<file path="config.mk">
export PLATFORM = sky130hd
export DESIGN_NAME = rr_mux4_arbiter
export DESIGN_NICKNAME = d
export VERILOG_FILES = /design/src/rtl/rr_mux4_arbiter.sv
export SDC_FILE = /design/constraint.sdc
export NUM_CORES = 1
export LEC_CHECK = 0
export CORE_UTILIZATION = 28
export CTS_CLUSTER_SIZE = 25
export DETAILED_ROUTE_END_ITERATION = 6
export GPL_TIMING_DRIVEN = 1
export MAX_ROUTING_LAYER = met4
export PLACE_DENSITY = 0.62
export SETUP_SLACK_MARGIN = 0.5
export SYNTH_ARGS = -nofsm -noshare
export SYNTH_HDL_FRONTEND = slang
export SYNTH_SLANG_ARGS = --single-unit
</file>
<file path="constraint.sdc">
create_clock -name clk -period 4.7 [get_ports clk]
set_input_delay 0.94 -clock clk [delete_from_list [all_inputs] [get_ports clk]]
set_output_delay 0.94 -clock clk [all_outputs]
set_load 0.02 [all_outputs]
</file>
<file path="src/rtl/rr_mux4_arbiter.sv">
// rr_mux4_arbiter: round-robin owner of a shared 4:1 word mux, with burst limit and a one-entry registered output stage.
//
// Ports:
//   clk, rst_n        clock (rising edge), asynchronous active-low reset
//   req[3:0]          requester i presents a valid word on data_i
//   data_0..data_3    requester words
//   gnt[3:0]          one-hot, combinational; requester advances its word on the next edge
//   sel[1:0]          current owner, drives the shared mux selector
//   out_data          registered accepted word
//   out_valid         out_data holds a word
//   out_ready         consumer takes out_data when out_valid && out_ready
//   out_src[1:0]      requester index that supplied out_data
//
// Build option: define RR_ARB_FIXED_PRIO_EN for fixed priority (requester 0 highest).
module rr_mux4_arbiter #(
    parameter int DATA_WIDTH = 16,
    parameter int MAX_BURST  = 4
) (
    input  logic                  clk,
    input  logic                  rst_n,
    input  logic [3:0]            req,
    input  logic [DATA_WIDTH-1:0] data_0,
    input  logic [DATA_WIDTH-1:0] data_1,
    input  logic [DATA_WIDTH-1:0] data_2,
    input  logic [DATA_WIDTH-1:0] data_3,
    output logic [3:0]            gnt,
    output logic [1:0]            sel,
    output logic [DATA_WIDTH-1:0] out_data,
    output logic                  out_valid,
    input  logic                  out_ready,
    output logic [1:0]            out_src
);
    typedef enum logic {IDLE, BUSY} state_e;
    state_e                state_q;
    logic [1:0]            owner_q, ptr_q, out_src_q, pick_d;
    logic [3:0]            cnt_q;
    logic [DATA_WIDTH-1:0] out_data_q, mux_d;
    logic                  out_valid_q, busy, space, accept, last, done;
    // Scan from ptr upward (mod 4); iterating downward lets the nearest set bit win.
    always_comb begin
        pick_d = ptr_q;
        for (int k = 3; k >= 0; k--)
            if (req[ptr_q + 2'(k)]) pick_d = ptr_q + 2'(k);
    end
    assign mux_d  = owner_q == 2'd0 ? data_0 :
                    owner_q == 2'd1 ? data_1 :
                    owner_q == 2'd2 ? data_2 : data_3;
    assign busy   = state_q == BUSY;
    assign space  = !out_valid_q || out_ready;
    assign accept = busy && req[owner_q] && space;
    assign last   = cnt_q + 4'd1 == 4'(MAX_BURST);
    assign done   = busy && (!req[owner_q] || (accept && last));
    assign gnt    = accept ? 4'b0001 << owner_q : 4'b0000;
    assign sel    = owner_q;
    assign out_data  = out_data_q;
    assign out_valid = out_valid_q;
    assign out_src   = out_src_q;
    always_ff @(posedge clk or negedge rst_n) begin
        if (!rst_n) begin
            state_q     <= IDLE;
            owner_q     <= 2'd0;
            ptr_q       <= 2'd0;
            cnt_q       <= 4'd0;
            out_data_q  <= '0;
            out_valid_q <= 1'b0;
            out_src_q   <= 2'd0;
        end else begin
            if (!busy && |req) begin
                state_q <= BUSY;
                owner_q <= pick_d;
                cnt_q   <= 4'd0;
            end
            if (accept) cnt_q <= cnt_q + 4'd1;
            if (done) begin
                state_q <= IDLE;
`ifdef RR_ARB_FIXED_PRIO_EN
                ptr_q   <= 2'd0;
`else
                ptr_q   <= owner_q + 2'd1;
`endif
            end
            if (accept) begin
                out_data_q  <= mux_d;
                out_src_q   <= owner_q;
                out_valid_q <= 1'b1;
            end else if (out_ready) begin
                out_valid_q <= 1'b0;
            end
        end
    end
endmodule

</file>
# After elaboration in Yosys (flattened, before gate mapping)
# Cells that the tools add are included.
dict set report op_classes {
  reduce_logical 15
  order_cmp 5
  mux 24
  n_shift 1
  eq_ne 3
  add_sub_neg 5
}
# op n
set op_table {}
lappend op_table {{16-bit two-way mux} 3}
lappend op_table {{2-bit by 3-bit < comparator with 1-bit output, second input constant} 5}
lappend op_table {{4-bit two-way mux} 3}
lappend op_table {{1-bit binary-select mux with 2-bit select} 5}
lappend op_table {{1-bit two-way mux} 9}
lappend op_table {{2-bit two-way mux} 4}
lappend op_table {{2-bit nonzero test} 3}
lappend op_table {{1-bit logical AND} 5}
lappend op_table {{2-bit by 1-bit adder with 2-bit output, second input constant} 2}
lappend op_table {{2-bit adder, second input constant} 2}
lappend op_table {{4-bit by 1-bit adder with 4-bit output, second input constant} 1}
lappend op_table {{4-bit by 3-bit == test with 1-bit output, second input constant} 1}
lappend op_table {{4-bit OR reduction} 1}
lappend op_table {{1-bit by 2-bit left shift with 4-bit output, first input constant} 1}
lappend op_table {{1-bit zero test} 3}
lappend op_table {{2-bit by 1-bit == test with 1-bit output, second input constant} 1}
lappend op_table {{2-bit == test, second input constant} 1}
lappend op_table {{2-bit zero test} 1}
lappend op_table {{1-bit logical OR} 2}
dict set report word_totals {
  input_bits 71
  regBits 28
  word_cells 60
  out_inout_bits 25
}

# Depth between registers and ports, before layout
# Gate-level depths: netlist of run 1.
dict set report logic_depth {
  word_depth 8
  depth_mapped 8
  depth_no_buf 6
}

# Worst setup path after synthesis of run 1
# No wires, ideal clock.
dict set report synth_timing {
  path_type {input to output}
  from {input req[3]}
  to {output gnt[0]}
  required_ps 3760
  setup_slack_ps 1757
  n_path_buf 3
  path_stages 6
  t_arrival_ps 2003
  path_cell_list {buf_6 -> mux4_2 -> nand3_2 -> buf_6 -> buf_6 -> nor2_1}
}
dict set report synth_via {
  elab_chain_len 5
}
# element line
set synth_rtl {}
lappend synth_rtl {{start: declaration} 21} ;# input logic [3:0] req,
lappend synth_rtl {{1-bit binary-select mux with 2-bit select} 50} ;# assign accept = busy && req[owner_q] && space;
lappend synth_rtl {{1-bit two-way mux (not written as such)} 50}
lappend synth_rtl {{1-bit logical AND (2 in series)} 50}
lappend synth_rtl {{4-bit two-way mux} 53} ;# assign gnt = accept ? 4'b0001 << owner_q : 4'b0000;
lappend synth_rtl {{end: declaration} 26} ;# output logic [3:0] gnt,
# No other way between the ends. The select of a mux whose other input is x is not followed.

# Worst setup path after layout of run 1
dict set report layout_timing {
  from {input req[3]}
  to {output gnt[3]}
}
# Same word-level chain as after synthesis.

==> metrics, run 1 <==
Overflow after GRT 0; pre-CTS setup slack ~0.8 ns; Die Ht a little over 80 µm; drt total wl 4.94 mm; actual slew at the worst max-slew pin approximately 0.5 ns; DR pass1 iterations 4; critical path class primary input to output pin; die width slightly above 80 µm; # diodes 0; Yosys warnings 0; Arr. time, crit path between 2 and 3 ns; drt initial violations just under 80; io pins 96; vias in the first global route around 1500; starting density of the core between 20% and 30%; fin worst setup slack approximately 0.8 ns; global-route wire length before repair approximately 7.5 mm; crit path max fanout 9; Synth cell types 32; CTS Buf Count 3; maximum clock frequency 256 MHz; clock sinks 28; relative slew slack 66.7%; Hold Path Class flop to flop; post-CTS resize count 0; Worst setup EP type output pin; Die Area a little under 7000 µm²; Vias approximately 1700; GPL Wtd Cong approximately 0.76; RSZ-0062 raised after global routing false; Root Driver clkbuf_8; Tot GR Track Use between 10 and 15%; Final Cycle Share just over 80%; Worst-Skew Late Latency between 0.2 and 0.3 ns; final setup violation count 0; crit path time final slightly below 4 ns; Cells after Synth between 150 and 200; I/O Buffers 95; largest net degree at the start of global routing 40; Avg WL per Cell around 13 µm; CP Launch Type primary input; Clock Skew slightly above 0.005 ns; DP HPWL just under 4 mm; sequential fraction of the synthesis area around 39%; syn nets 275; status complete, no violations; setup bufs post-CTS 0; max_cap viols 0; # rows 28; ANT nets after route 0; Layout Utilization a little under half; Leak Pwr approximately 1.3 nW; CTS tree yes; VDD IR-drop max between 0.2 and 0.25 mV; Core ar. between 6000 and 7000 µm²; NumNets Final 368; Clock Path Buffers 2; Crit path required time between 3 and 4 ns; Final Hold Vio Count 0; Layout fillers just under 600; initial antenna violation count 0; Setup TNS 0 ns; share of cells above drive strength 1 ~5.5%; H-tree levels 1; Pwr per Cell Area between 500 and 600 nW/µm²; Post-Syn Area 1800 µm²; syn avg cell area roughly 9 µm²; cts hold-fix bufs 0; Area Growth Syn to Fin 59.0%; Synth Register Bits 28; Clock Pin Slew Worst Setup and Hold Paths ~0.09 ns; DRC errors left 0; Via density 4.63; Slew Limit Fails 0
## state kept, by name, indices dropped and copies added (netlist names)
register / count
busy: 1
cnt_q: 4
out_data: 16
out_src: 2
out_valid: 1
ptr_q: 2
sel: 2
## synth_stat cells
master,instances,area [µm²]
mux2_2,3,33.8
a22o_1,1,8.76
xnor2_1,1,8.76
mux2i_1,33,330
and3_1,1,6.26
or2_2,1,6.26
mux4_2,1,22.5
a31oi_1,2,12.5
and2_1,3,18.8
o21ai_0,40,200
inv_1,3,11.3
nand3_2,1,10.0
nor4_1,1,6.26
clkbuf_1,4,15.0
nor3_1,1,5.00
nor2_1,6,22.5
buf_6,3,33.8
nand2b_1,2,12.5
dfrtp_1,28,701
ha_1,5,62.6
buf_2,4,20.0
nor2b_1,2,12.5
inv_2,1,3.75
a21oi_1,1,5.00
o2111ai_1,1,8.76
and3_4,1,11.3
nor3b_1,2,15.0
o22ai_1,1,6.26
nand2_1,40,150
nand3_1,3,15.0
o21ai_1,1,5.00
a211o_1,2,17.5
## through the flow
stage	instances	total power, mW	hold slack (ns)	instance area (µm²)
finish	366	1.56	0.483	2860
global route	366	1.71	0.515	2860
CTS	366	1.59	0.493	2860
detailed placement	362	1.44	0.470	2800
global placement	362	1.43	0.464	2800
floorplan	199	1.07	0.485	1800
## layout by cell type, fill, tap and decap left out, types with 2 or more instances in the layout
master / n
clkdlybuf4s50_1: 95
o21ai_0: 40
mux2_2: 3
inv_1: 3
nor2_1: 6
a31oi_1: 2
a211o_1: 2
nor3b_1: 2
mux2i_1: 33
dfrtp_1: 28
buf_4: 4
nand2_1: 40
nand2b_1: 2
and2_1: 3
ha_1: 5
nand3_1: 3
clkbuf_8: 4
nor2b_1: 2
## worst paths after layout
path	to	cells after the start	slack (ns)	from
setup / recovery	gnt[3]	5	0.79	req[3]
hold / removal	out_src[1]	2	0.48	out_src[1]
setup reg to reg	cnt_q[2]	5	2.76	sel[0]
hold reg to reg	out_src[1]	2	0.48	out_src[1]
max in group asynchronous	sel[0]	2	3.39	rst_n
min in group asynchronous	out_data[4]	2	1.04	rst_n
## power breakdown
group          switching [mW]  internal, mW  total (mW)  leakage, nW
sequential             0.0846         0.352       0.437        0.346
combinational           0.512         0.465       0.977        0.884
clock                  0.0750        0.0750       0.150       0.0288
## kinds of logic (layout without fill, tap and decap cells)
group	after synthesis	after routing	share of synthesized area, %
adder cells (fa/ha/maj)	5	5	3.48
AND/OR/NAND/NOR	64	64	16.2
buffers and inverters	15	107	4.66
AO/OA/AOI/OAI	49	49	14.7
multiplexers	37	37	21.5
XOR/XNOR	1	1	0.487
flip-flops	28	28	39.0
## layer usage
metal	part of all wire, %	vias to the layer above	global-route usage, %
li1	-	880	-
met1	45	747	19.2
met2	44	66	24.2
met3	10	2	3.08
met4	0.34	0	3.16
met5	0	-	-
## cell type report
class | count | area [µm²] | area share [%]
clock buffers | 4 | 55.1 | 1.93
inverters | 4 | 15.0 | 0.525
multi-input cells | 156 | 1010 | 35.4
flip-flops and latches | 28 | 701 | 24.5
well taps | 75 | 93.8 | 3.28
repair buffers | 99 | 981 | 34.3
## critical path: stages
cell and delay, ns:
clkdlybuf4s50_1 0.53, mux4_2 0.58, and3_4 0.22, and2_1 0.16, clkdlybuf4s50_1 0.53
Note: power is estimated with default switching activity, not from simulation.
==> inputs of run 2 (changes only) <==
==> constraint.sdc (replaced) <==
create_clock -name clk -period 3.9 [get_ports clk]
set_input_delay 0.78 -clock clk [delete_from_list [all_inputs] [get_ports clk]]
set_output_delay 0.78 -clock clk [all_outputs]
set_load 0.02 [all_outputs]
==> run 2 against run 1 <==
Against the previous run:
- clock power up 18%
- total power up 20%
- final area about the same
- global-route usage up 0.28 points
- worst setup slack got worse by 0.21 ns
- critical path depth unchanged
- sequential share of layout area about the same
- sequential cell count stayed put
- highest routed layer unchanged
- worst hold slack gained 0.0050 ns
- combinational power rose by 21%
- routed wire length rose by 1.6%
==> metrics, run 2 (same netlist as run 1, synthesis figures left out) <==
status complete, no violations; pre-CTS setup slack between 0.3 and 0.4 ns; Hold Path Class flop to flop; Final Cycle Share 85.0%; commonest cells after routing, fill and taps aside clkdlybuf4s50_1, nand2_1, o21ai_0, mux2i_1, dfrtp_1; DRC errors left 0; sequential cell area approximately 700 µm²; VDD IR-drop max approximately 0.25 mV; Worst setup EP type output pin; # rows 28; Die Area about 6700 µm²; Pwr per Cell Area 659 nW/µm²; Layout fillers around 620; share of cells above drive strength 1 approximately 5.5%; Overflow after GRT 0; Via density between 4 and 5; # diodes 0; final setup violation count 0; design area around 2900 µm²; worst r2r dst cnt_q[2]; maximum clock frequency approximately 300 MHz; worst hold stages 2; H-tree levels 1; GPL Wtd Cong ~0.77; DP HPWL between 3 and 4 mm; Final Hold Vio Count 0; Layout Utilization between 40% and 50%; worst r2r src sel[0]; NumNets Final between 300 and 400; r2r setup slk 1.98 ns; global-route wire length before repair about 7.5 mm; Die Ht roughly 82 µm; max_cap viols 0; Clock Skew 0.0104 ns; Crit path required time about 3.1 ns; CTS tree yes; largest net degree at the start of global routing 40; fin worst setup slack roughly 0.59 ns; Clock Pin Slew Worst Setup and Hold Paths ~0.1 ns; die width 82.1 µm; worst hold path endpoint out_data[1]; Power Total around 1.9 mW; initial antenna violation count 0; RSZ-0062 raised after global routing false; setup bufs post-CTS 0; placed cell areas roughly 2800 µm²; Slew Limit Fails 0; io pins 96; Clock Path Buffers 2; crit path max fanout 6; starting density of the core between 20 and 30%; critical path class primary input to output pin; hold_sp out_data[1]; commonest non-fill, non-tap cell in the layout clkdlybuf4s50_1; drt initial violations 39; I/O Buffers 95; Root Driver clkbuf_8; drt total wl around 5.0 mm; CP Launch Type primary input; Reg2Reg Depth 5; max reg flops 16; Vias around 1700; Avg WL per Cell about 14 µm; area occupied by multi-input gates between 1000 and 1500 µm²; CTS Buf Count 3; Worst-Skew Late Latency roughly 0.28 ns; vias in the first global route around 1500; Leak Pwr about 1.3 nW; DR pass1 iterations 4; Core ar. around 6100 µm²; Area Growth Syn to Fin 58.9%; Setup TNS 0 ns; cts hold-fix bufs 0; crit path time final 3.31 ns; ANT nets after route 0; clock sinks 28; actual slew at the worst max-slew pin between 0.5 and 0.6 ns; relative slew slack between 60 and 70%; Arr. time, crit path 2.53 ns; Tot GR Track Use ~15%
==> run 2: through the flow <==
step                hold slack (ns)  std cells
floorplan                     0.484        199
global placement              0.464        362
detailed placement            0.471        362
CTS                           0.494        366
global route                  0.505        366
finish                        0.488        366
==> run 2: layout make-up <==
cell class,count,area share (%)
clock buffers,4,1.93
well taps,75,3.29
multi-input cells,156,35.5
repair buffers,99,34.3
flip-flops and latches,28,24.5
inverters,4,0.526
==> run 2: power by group <==
group | internal, mW | switching [mW] | total [mW]
Sequential | 0.424 | 0.105 | 0.529
Combinational | 0.556 | 0.621 | 1.18
Clock | 0.0904 | 0.0870 | 0.177
==> run 2: per-layer routing <==
metal  vias up  GRT usage (%)  share of wire [%]
li1        883              -                  -
met3         5           3.85                9.6
met1       764           19.4                 45
met2        62           24.0                 45
met5         -              -                  0
met4         0           3.68               0.90
==> run 2: timing repair <==
action / CTS / global route
resized for setup: 4 / 1
pin swaps: 0 / 0
setup endpoints to repair: 4 / 1
hold endpoints to repair: 0 / 0
==> run 2: worst max-delay path by stage <==
stage | from | to | cells past startpoint
final | req[2] | gnt[1] | 5
after detailed placement | req[3] | gnt[3] | 5
after CTS | req[2] | gnt[0] | 5
after global routing | req[2] | gnt[1] | 5
after global placement | req[3] | gnt[3] | 5
after floorplan | req[3] | gnt[0] | 6
==> run 2: worst max-delay path, cell delays in order <==
cell and delay (ns):
clkdlybuf4s50_1 0.50, mux4_2 0.55, and3_4 0.22, and2_1 0.16, dlygate4sd2_1 0.31
